==> config.mk <==
export PLATFORM = sky130hd
export DESIGN_NAME = flag_branch_unit
export DESIGN_NICKNAME = d
export VERILOG_FILES = /design/src/rtl/nibbler_pkg.sv /design/src/rtl/cond_eval.sv /design/src/rtl/flag_branch_unit.sv
export SDC_FILE = /design/constraint.sdc
export NUM_CORES = 1
export LEC_CHECK = 0
export ABC_AREA = 1
export CAP_MARGIN = 10
export CORE_MARGIN = 10
export CORE_UTILIZATION = 44
export DETAILED_ROUTE_END_ITERATION = 6
export PLACE_DENSITY = 0.84
export SYNTH_ARGS = -nofsm -noshare
export SYNTH_HDL_FRONTEND = slang
export SYNTH_SLANG_ARGS = --single-unit
export TNS_END_PERCENT = 50
==> constraint.sdc <==
create_clock -name clk -period 1.3 [get_ports clk]
set_input_delay 0.26 -clock clk [delete_from_list [all_inputs] [get_ports clk]]
set_output_delay 0.26 -clock clk [all_outputs]
set_load 0.01 [all_outputs]
==> src/rtl/nibbler_pkg.sv <==
// Shared nibbler constants: opcode map and sequencing phase encodings.
// The decoder, ALU and branch unit all import this package.
package nibbler_pkg;

  localparam logic [3:0] OP_JC     = 4'h0;
  localparam logic [3:0] OP_JNC    = 4'h1;
  localparam logic [3:0] OP_JZ     = 4'h2;
  localparam logic [3:0] OP_JNZ    = 4'h3;
  localparam logic [3:0] OP_JMP    = 4'h4;
  // The ALU class occupies 0x8 through 0xF, which is the top half of the opcode map.
  localparam logic [3:0] OP_ALU_LO = 4'h8;

  typedef enum logic {
    PH_FETCH   = 1'b0,
    PH_EXECUTE = 1'b1
  } phase_e;

  function automatic logic is_alu_op(input logic [3:0] op);
    return (op >= OP_ALU_LO);
  endfunction

endpackage

==> src/rtl/cond_eval.sv <==
// Branch condition evaluator: a purely combinational decision for the latched opcode
// against the live carry and zero flags.
module cond_eval
  import nibbler_pkg::*;
(
  input  logic [3:0] opcode,
  input  logic       C,
  input  logic       Zeta,
  output logic       take
);

  always_comb begin
    take = 1'b0;
    case (opcode)
      OP_JC:   take = C;
      OP_JNC:  take = ~C;
      OP_JZ:   take = Zeta;
      OP_JNZ:  take = ~Zeta;
      OP_JMP:  take = 1'b1;
      default: take = 1'b0;
    endcase
  end

endmodule

==> src/rtl/flag_branch_unit.sv <==
// Fetch/execute sequencer with program counter, instruction latch and flag-driven branches.
//   state      | meaning
//   PH_FETCH   | latch opcode, advance pc by one (wraps)
//   PH_EXECUTE | resolve branch on live flags, raise flags_we for ALU-class ops
module flag_branch_unit
  import nibbler_pkg::*;
#(
  parameter int PC_W = 12
) (
  input  logic            clk,
  input  logic            rst,
  input  logic            enabled,
  input  logic            C,
  input  logic            Zeta,
  input  logic [3:0]      opcode,
  input  logic [PC_W-1:0] jump_addr,
  output logic [PC_W-1:0] pc,
  output logic            phase,
  output logic            taken,
  output logic            flags_we
);

  phase_e          state_q, state_d;
  logic [3:0]      ir_q, ir_d;
  logic [PC_W-1:0] pc_q, pc_d;
  logic            taken_q, taken_d;
  logic            take;

  // Flags are used directly: a flags write issued this cycle lands after the decision.
  cond_eval u_cond_eval (
    .opcode (ir_q),
    .C      (C),
    .Zeta   (Zeta),
    .take   (take)
  );

  always_comb begin
    state_d  = state_q;
    ir_d     = ir_q;
    pc_d     = pc_q;
    taken_d  = 1'b0;
    flags_we = 1'b0;
    if (enabled) begin
      case (state_q)
        PH_FETCH: begin
          ir_d    = opcode;
          pc_d    = pc_q + PC_W'(1);
          state_d = PH_EXECUTE;
        end
        PH_EXECUTE: begin
          if (take) pc_d = jump_addr;
          taken_d  = take;
          flags_we = is_alu_op(ir_q) && !rst;
          state_d  = PH_FETCH;
        end
      endcase
    end
  end

  always_ff @(posedge clk) begin
    if (rst) begin
      state_q <= PH_FETCH;
      ir_q    <= 4'h0;
      pc_q    <= '0;
      taken_q <= 1'b0;
    end else begin
      state_q <= state_d;
      ir_q    <= ir_d;
      pc_q    <= pc_d;
      taken_q <= taken_d;
    end
  end

  assign pc    = pc_q;
  assign phase = state_q;
  assign taken = taken_q;

endmodule

==> results of run 1 <==
-- through the flow --
stage	std cells	worst slack, ps	TNS, ps	cell area (µm²)
floorplan	170	35.2	0	1060
global placement	247	-403	-4660	1560
global route	255	-137	-690	1720
finish	255	-42.0	-70.0	1720
CTS	251	-40.5	-175	1610
detailed placement	247	-433	-5620	1560
-- power by group --
group | internal (mW) | switching [mW]
Sequential | 0.611 | 0.0611
Clock | 0.171 | 0.193
Combinational | 0.264 | 0.282
-- final cells by class --
cell class	count	area (µm²)	area share
sequential	18	382	0.222
multi-input combinational	129	696	0.406
clock buffer	4	36.3	0.0212
inverter	20	80.1	0.0467
tap	28	35.0	0.0204
timing repair buffer	56	487	0.284
-- what timing repair did --
action                     4_1_cts  5_1_grt
setup endpoints to repair       25       14
setup buffers                    0        3
hold buffers                     0        0
cloned                           0        1
pin swaps                        1        7
gates resized for setup         39       32
-- state kept, by name, summed over array words and instances, names as in the netlist --
register	cells
phase	1
pc	12
taken	1
ir_q	4
-- logic make-up after synthesis --
group	share of synthesized area
compound gates	0.145
flops	0.340
simple gates	0.384
fa+ha+maj	0.0118
xor+xnor	0.0248
buf+inv	0.0934
-- worst paths after layout --
path,slack (ps),cells past startpoint,to
setup / recovery,-40,8,pc[10]$_SDFFE_PP0P_
setup reg to reg,-40,8,pc[10]$_SDFFE_PP0P_
hold reg to reg,480,2,ir_q[2]$_SDFFE_PP0P_
hold / removal,480,2,ir_q[2]$_SDFFE_PP0P_
-- layer usage --
| metal | wire [µm] | global-route usage | part of all wire | vias up |
|---|---|---|---|---|
| met2 | 1950 | 0.252 | 0.52 | 64 |
| li1 | - | - | - | 662 |
| met5 | 0 | 0 | 0 | - |
| met1 | 1440 | 0.136 | 0.38 | 615 |
| met3 | 281 | 0.0328 | 0.074 | 14 |
| met4 | 106 | 0.0443 | 0.028 | 0 |
-- synthesized netlist by cell type (2+ instances only) --
cell	instances
sky130_fd_sc_hd__o21ai_0	20
sky130_fd_sc_hd__inv_2	2
sky130_fd_sc_hd__nand2_1	41
sky130_fd_sc_hd__nand3_1	15
sky130_fd_sc_hd__nor2_2	2
sky130_fd_sc_hd__xor2_1	2
sky130_fd_sc_hd__o21ai_1	2
sky130_fd_sc_hd__inv_1	18
sky130_fd_sc_hd__dfxtp_1	18
sky130_fd_sc_hd__nor3_1	2
sky130_fd_sc_hd__a21oi_1	7
sky130_fd_sc_hd__nand4_1	2
sky130_fd_sc_hd__nor2_1	27
-- worst max-delay path, delay by kind of cell, from the launching register on --
family / cells / cell delay [ps]
DFF: 1 / 370
adders and majority gates: 1 / 140
and+or+nand+nor: 7 / 750
-- placed cells by master (no fill, tap or decap), drive strengths merged, types with 2 or more instances in the layout --
master,instances
dfxtp,18
a21oi,8
nand2,44
clkdlybuf4s50,18
nand3,16
xor2,2
clkbuf,7
nand4,2
nor2,29
dlymetal6s2s,2
dlygate4sd2,11
buf,22
inv,20
o21ai,22
nor3,2
==> impl_results.rst, run 1 <==
.. list-table::
   :header-rows: 1

   * - Metric
     - Value
   * - Run status
     - finished, violations left
   * - Violated checks
     - setup timing
   * - Vias
     - 1355
   * - Die Ht
     - 69.1 µm
   * - Fraction of final layout cells with drive strength greater than 1
     - 0.308
   * - # clock sinks
     - 18
   * - Total Routing Usage GR
     - 0.133
   * - Power Density
     - 922 mW/mm²
   * - Iteration-0 DRC count of the detailed router
     - 105
   * - Buffer cell driving the clock tree root
     - sky130_fd_sc_hd__clkbuf_4
   * - Clk_skew
     - 6.46 ps
   * - Post-synthesis instance total
     - 170
   * - Final core utilization
     - 0.761
   * - Required time at the worst-slack endpoint
     - 1500 ps
   * - Core footprint
     - 0.00225 mm²
   * - Final-layout worst hold slack
     - 476 ps
   * - Max Root-Sink Buffers
     - 2
   * - Wire length of the first global-routing pass
     - 5580 µm
   * - Worst path arrival time
     - 1550 ps
   * - Longest individual stage delay on the worst path
     - 370 ps
   * - Worst setup path startpoint
     - pc[0]$_SDFFE_PP0P_
   * - Via count of the first global-routing pass
     - 1297
   * - Setup repair after global routing missed its margin
     - true
   * - Worst Setup Start Kind
     - flip-flop
   * - Total Wirelength
     - 3770 µm
   * - Io pins
     - 36
   * - Post-route setup slack
     - -42.0 ps
   * - Number of routed nets with antenna violations
     - 0
   * - Routability congestion estimate from global placement
     - 0.906
   * - Number of max-cap violations
     - 0
   * - Clock transition at the registers of the reported paths
     - 120 ps
   * - Share of the yosys chip area belonging to registers
     - 0.340
   * - Overall power
     - 1.58 mW
   * - Effective utilization at floorplan
     - 0.469
   * - Library cell with the largest summed area after synthesis
     - sky130_fd_sc_hd__dfxtp_1
   * - Ant diodes
     - 0
   * - Worst max-slew margin expressed relative to the limit
     - 0.803
   * - Reg2reg start
     - pc[0]$_SDFFE_PP0P_
   * - Peak supply drop
     - 750 µV
   * - Master of the slowest instance on the critical path
     - sky130_fd_sc_hd__dfxtp_2
   * - Crit Path Max Fanout
     - 4
   * - Number of buffers inserted during clock tree synthesis
     - 3
   * - IO Port Bufs
     - 35
   * - # rows
     - 17
   * - Detailed placer's ending HPWL
     - 2550 µm
   * - Type of destination of the critical path
     - flip-flop
   * - F_max
     - 745 MHz
   * - Slew at the pin closest to its max-slew limit
     - 293 ps
   * - Class of the most critical hold timing path
     - flip-flop to flip-flop
   * - Setup-violating endpoint count in the final report
     - 4
   * - Synth cell types
     - 25
   * - Most frequent cell on the critical path
     - sky130_fd_sc_hd__nor2_1
   * - Final number of hold-violating endpoints
     - 0
   * - Number of antenna violations at the first check in global routing
     - 0
   * - Largest net degree at the start of global routing
     - 16
   * - Area growth from synthesis to layout
     - 62.1%
   * - Routed length per instance
     - 14.8 µm
   * - Net count of the finished layout
     - 250
   * - Total gr overflow
     - 0
   * - Synthesized net count
     - 192
   * - Lkg Pwr
     - 0.805 nW
   * - Number of remaining DRC errors
     - 0
   * - FFs w/ async S/R, synth
     - 0
   * - Avg Synthesized Cell Area
     - 6.23 µm²
   * - Yosys Warn Count
     - 0
   * - Cell breakdown of the critical path
     - ha_4, nand4_1, nor2_2, nand3_1, nand3_2, nand2_1, nor2_1, nor2_1
   * - Main area contributors after synthesis
     - sky130_fd_sc_hd__dfxtp_1 (34%), sky130_fd_sc_hd__nand2_1 (15%), sky130_fd_sc_hd__nor2_1 (9.6%)
   * - Clk Latency, worst-skew pair
     - 300 ps
   * - Final clock period utilization by the worst path
     - 1.03
   * - Filler cell count in the final layout
     - 183
   * - Flip-flop and latch count after synthesis
     - 18
   * - Yosys top cell area share
     - 0.340
   * - Vias per std cell
     - 5.31
   * - CTS H-tree lvls
     - 1
   * - Post-route minimum period
     - 1340 ps
   * - Source of the worst hold timing path
     - ir_q[2]$_SDFFE_PP0P_
   * - CTS tree
     - built
   * - Number of enable-type register cells in the synthesized netlist
     - 0
   * - Category of the critical setup timing path
     - flip-flop to flip-flop
   * - DIE AREA
     - 0.00477 mm²
   * - Die boundary width
     - 69.1 µm
   * - Number of max-slew violations in the final report
     - 0
   * - Cell area after synthesis
     - 0.00106 mm²
   * - Router iterations before antenna repair
     - 4
   * - Prevailing post-synth register cell
     - sky130_fd_sc_hd__dfxtp_1
No activity file was read; power rests on OpenSTA's default activity.
==> run 2, diff against run 1 <==
--- a/config.mk
+++ b/config.mk
@@ -8,9 +8,9 @@
 export ABC_AREA = 1
 export CAP_MARGIN = 10
 export CORE_MARGIN = 10
-export CORE_UTILIZATION = 44
+export CORE_UTILIZATION = 40
 export DETAILED_ROUTE_END_ITERATION = 6
-export PLACE_DENSITY = 0.84
+export PLACE_DENSITY = 0.81
 export SYNTH_ARGS = -nofsm -noshare
 export SYNTH_HDL_FRONTEND = slang
 export SYNTH_SLANG_ARGS = --single-unit
==> constraint.sdc (replaced) <==
create_clock -name clk -period 1.19 [get_ports clk]
set_input_delay 0.238 -clock clk [delete_from_list [all_inputs] [get_ports clk]]
set_output_delay 0.238 -clock clk [all_outputs]
set_load 0.01 [all_outputs]
==> impl_results.rst, run 2 (synthesis results as in run 1) <==
.. list-table::
   :header-rows: 1

   * - Metric
     - Value
   * - Longest individual stage delay on the worst path
     - 400 ps
   * - Power Density
     - 996 mW/mm²
   * - Vias
     - 1328
   * - Effective utilization at floorplan
     - 0.423
   * - Number of buffers inserted during clock tree synthesis
     - 3
   * - Flip-flop count of the largest register, all copies and words added
     - 12
   * - Violated checks
     - setup timing
   * - Most frequent cell on the critical path
     - sky130_fd_sc_hd__nand3_2
   * - Clock transition at the registers of the reported paths
     - 120 ps
   * - Worst slack at placement
     - -483 ps
   * - F_max
     - 762 MHz
   * - Fraction of power consumed by combinational cells
     - 0.348
   * - Run status
     - finished, violations left
   * - # rows
     - 18
   * - Final clock period utilization by the worst path
     - 1.10
   * - Internal power contribution
     - 1.16 mW
   * - Slew at the pin closest to its max-slew limit
     - 282 ps
   * - Cell breakdown of the critical path
     - ha_4, nand3_2, nor2_4, nand3_2, xor2_1, a21oi_1, nor2_1
   * - Sequential cell fraction of total power
     - 0.422
   * - Final number of hold-violating endpoints
     - 0
   * - Buffer cell driving the clock tree root
     - sky130_fd_sc_hd__clkbuf_4
   * - Setup repair after global routing missed its margin
     - true
   * - Routability congestion estimate from global placement
     - 0.852
   * - Master of the slowest instance on the critical path
     - sky130_fd_sc_hd__dfxtp_4
   * - Largest net degree at the start of global routing
     - 16
   * - Clk_skew
     - 6.66 ps
   * - CTS tree
     - built
   * - Vias per std cell
     - 5.11
   * - Die boundary width
     - 71.4 µm
   * - IO Port Bufs
     - 35
   * - Required time at the worst-slack endpoint
     - 1390 ps
   * - Lkg Pwr
     - 0.791 nW
   * - Final core utilization
     - 0.699
   * - Worst Setup Start Kind
     - flip-flop
   * - Io pins
     - 36
   * - Most frequent standard cell in the layout excluding fill and tap cells
     - sky130_fd_sc_hd__nand2_1
   * - Number of routed nets with antenna violations
     - 0
   * - Worst path arrival time
     - 1510 ps
   * - Total gr overflow
     - 0
   * - CTS Hold Buffers Added
     - 0
   * - Number of remaining DRC errors
     - 0
   * - Post-route minimum period
     - 1310 ps
   * - Wire length of the first global-routing pass
     - 5310 µm
   * - # clock sinks
     - 18
   * - Crit Path Max Fanout
     - 4
   * - Detailed placer's ending HPWL
     - 2430 µm
   * - Final Instance Count excl. Fillers
     - 260
   * - Number of antenna violations at the first check in global routing
     - 0
   * - Total Wirelength
     - 3530 µm
   * - Fraction of final layout cells with drive strength greater than 1
     - 0.361
   * - Max Root-Sink Buffers
     - 2
   * - Most used cells in the layout excluding fill and tap cells
     - sky130_fd_sc_hd__nand2_1 (38), sky130_fd_sc_hd__nor2_1 (24), sky130_fd_sc_hd__buf_4 (22)
   * - Number of max-slew violations in the final report
     - 0
   * - Area growth from synthesis to layout
     - 65.0%
   * - Number of max-cap violations
     - 0
   * - Core footprint
     - 0.00250 mm²
   * - Worst max-slew margin expressed relative to the limit
     - 0.811
   * - Category of the critical setup timing path
     - flip-flop to flip-flop
   * - Router iterations before antenna repair
     - 4
   * - Via count of the first global-routing pass
     - 1231
   * - Net count of the finished layout
     - 253
   * - Routed length per instance
     - 13.6 µm
   * - DIE AREA
     - 0.00510 mm²
   * - Setup TNS
     - -643 ps
   * - Peak supply drop
     - 959 µV
   * - Post-route setup slack
     - -122 ps
   * - Setup-violating endpoint count in the final report
     - 11
   * - Iteration-0 DRC count of the detailed router
     - 99
   * - Number of cells in the design after placement
     - 252
   * - Class of the most critical hold timing path
     - primary input to flip-flop
   * - Die Ht
     - 71.4 µm
   * - Total Routing Usage GR
     - 0.123
   * - CTS H-tree lvls
     - 1
   * - Final-layout worst hold slack
     - 340 ps
   * - Type of destination of the critical path
     - flip-flop
   * - Switching share of power
     - 0.333
   * - Switching component of the power
     - 0.580 mW
   * - Fraction of power consumed by the clock network
     - 0.230
   * - Clk Latency, worst-skew pair
     - 300 ps
   * - Ant diodes
     - 0
==> run 2: cell count changes in the layout (fill, tap and decap cells not counted), sizes merged <==
cell           delta
clkbuf            +3
dlymetal6s2s      -1
buf               +6
clkdlybuf4s50     -2
clkdlybuf4s15     +4
dlygate4sd2       -7
==> run 2: through the flow <==
step	instance area [µm²]	power [mW]
2_1_floorplan	1080	0.991
3_3_place_gp	1610	1.28
3_5_place_dp	1610	1.30
4_1_cts	1650	1.68
5_1_grt	1750	1.84
6_report	1750	1.74
==> run 2: worst paths after layout <==
path	startpoint	endpoint	slack (ps)	cells after the start
worst max-delay path	pc[1]$_SDFFE_PP0P_	pc[8]$_SDFFE_PP0P_	-120	7
worst min-delay path	enabled	phase$_SDFFE_PP0P_	340	4
worst max register to register	pc[1]$_SDFFE_PP0P_	pc[8]$_SDFFE_PP0P_	-120	7
worst min register to register	pc[6]$_SDFFE_PP0P_	pc[6]$_SDFFE_PP0P_	500	2
==> run 2: per-layer routing <==
metal	wire length [µm]	vias up	track usage	part of all wire
li1	-	664	-	-
met4	31	0	0.0172	0.0088
met1	1330	602	0.127	0.38
met5	0	-	0	0
met2	1810	56	0.224	0.51
met3	345	6	0.0579	0.098
==> run 2: area by class of cell <==
| cell class | count | area, µm² |
|---|---|---|
| clock buffer | 4 | 36.3 |
| fill | 210 | 753 |
| inverter | 20 | 77.6 |
| multi-input combinational | 129 | 699 |
| sequential | 18 | 388 |
| tap | 30 | 37.5 |
| timing repair buffer | 59 | 508 |
==> run 2: power by group through the flow <==
| stage | logic (mW) | clock network [mW] | registers (mW) |
|---|---|---|---|
| floorplan | 0.237 | 0 | 0.754 |
| global placement | 0.552 | 0 | 0.729 |
| detailed placement | 0.565 | 0 | 0.732 |
| CTS | 0.548 | 0.407 | 0.724 |
| global route | 0.667 | 0.431 | 0.744 |
| finish | 0.605 | 0.401 | 0.734 |
==> run 2: critical path: cells and delay by family (launching register included) <==
kind	cells	cell delay [ps]
AND/OR/NAND/NOR	4	390
XOR/XNOR	1	140
adder cells (fa/ha/maj)	1	140
AO/OA/AOI/OAI	1	140
flip-flops	1	400
==> run 2: what timing repair did <==
item	4_1_cts	5_1_grt
buffers inserted	0	3
gates cloned	0	1
endpoints found under the setup margin	29	29
hold endpoints to repair	0	0
pin swaps	1	7
resized for setup	51	47
==> run 3, diff against run 2 <==
--- a/config.mk
+++ b/config.mk
@@ -6,7 +6,7 @@
 export NUM_CORES = 1
 export LEC_CHECK = 0
 export ABC_AREA = 1
-export CAP_MARGIN = 10
+export CAP_MARGIN = 15
 export CORE_MARGIN = 10
 export CORE_UTILIZATION = 40
 export DETAILED_ROUTE_END_ITERATION = 6
==> results of run 3 <==
No change in the layout: final DEF, timing and power equal those of run 2.
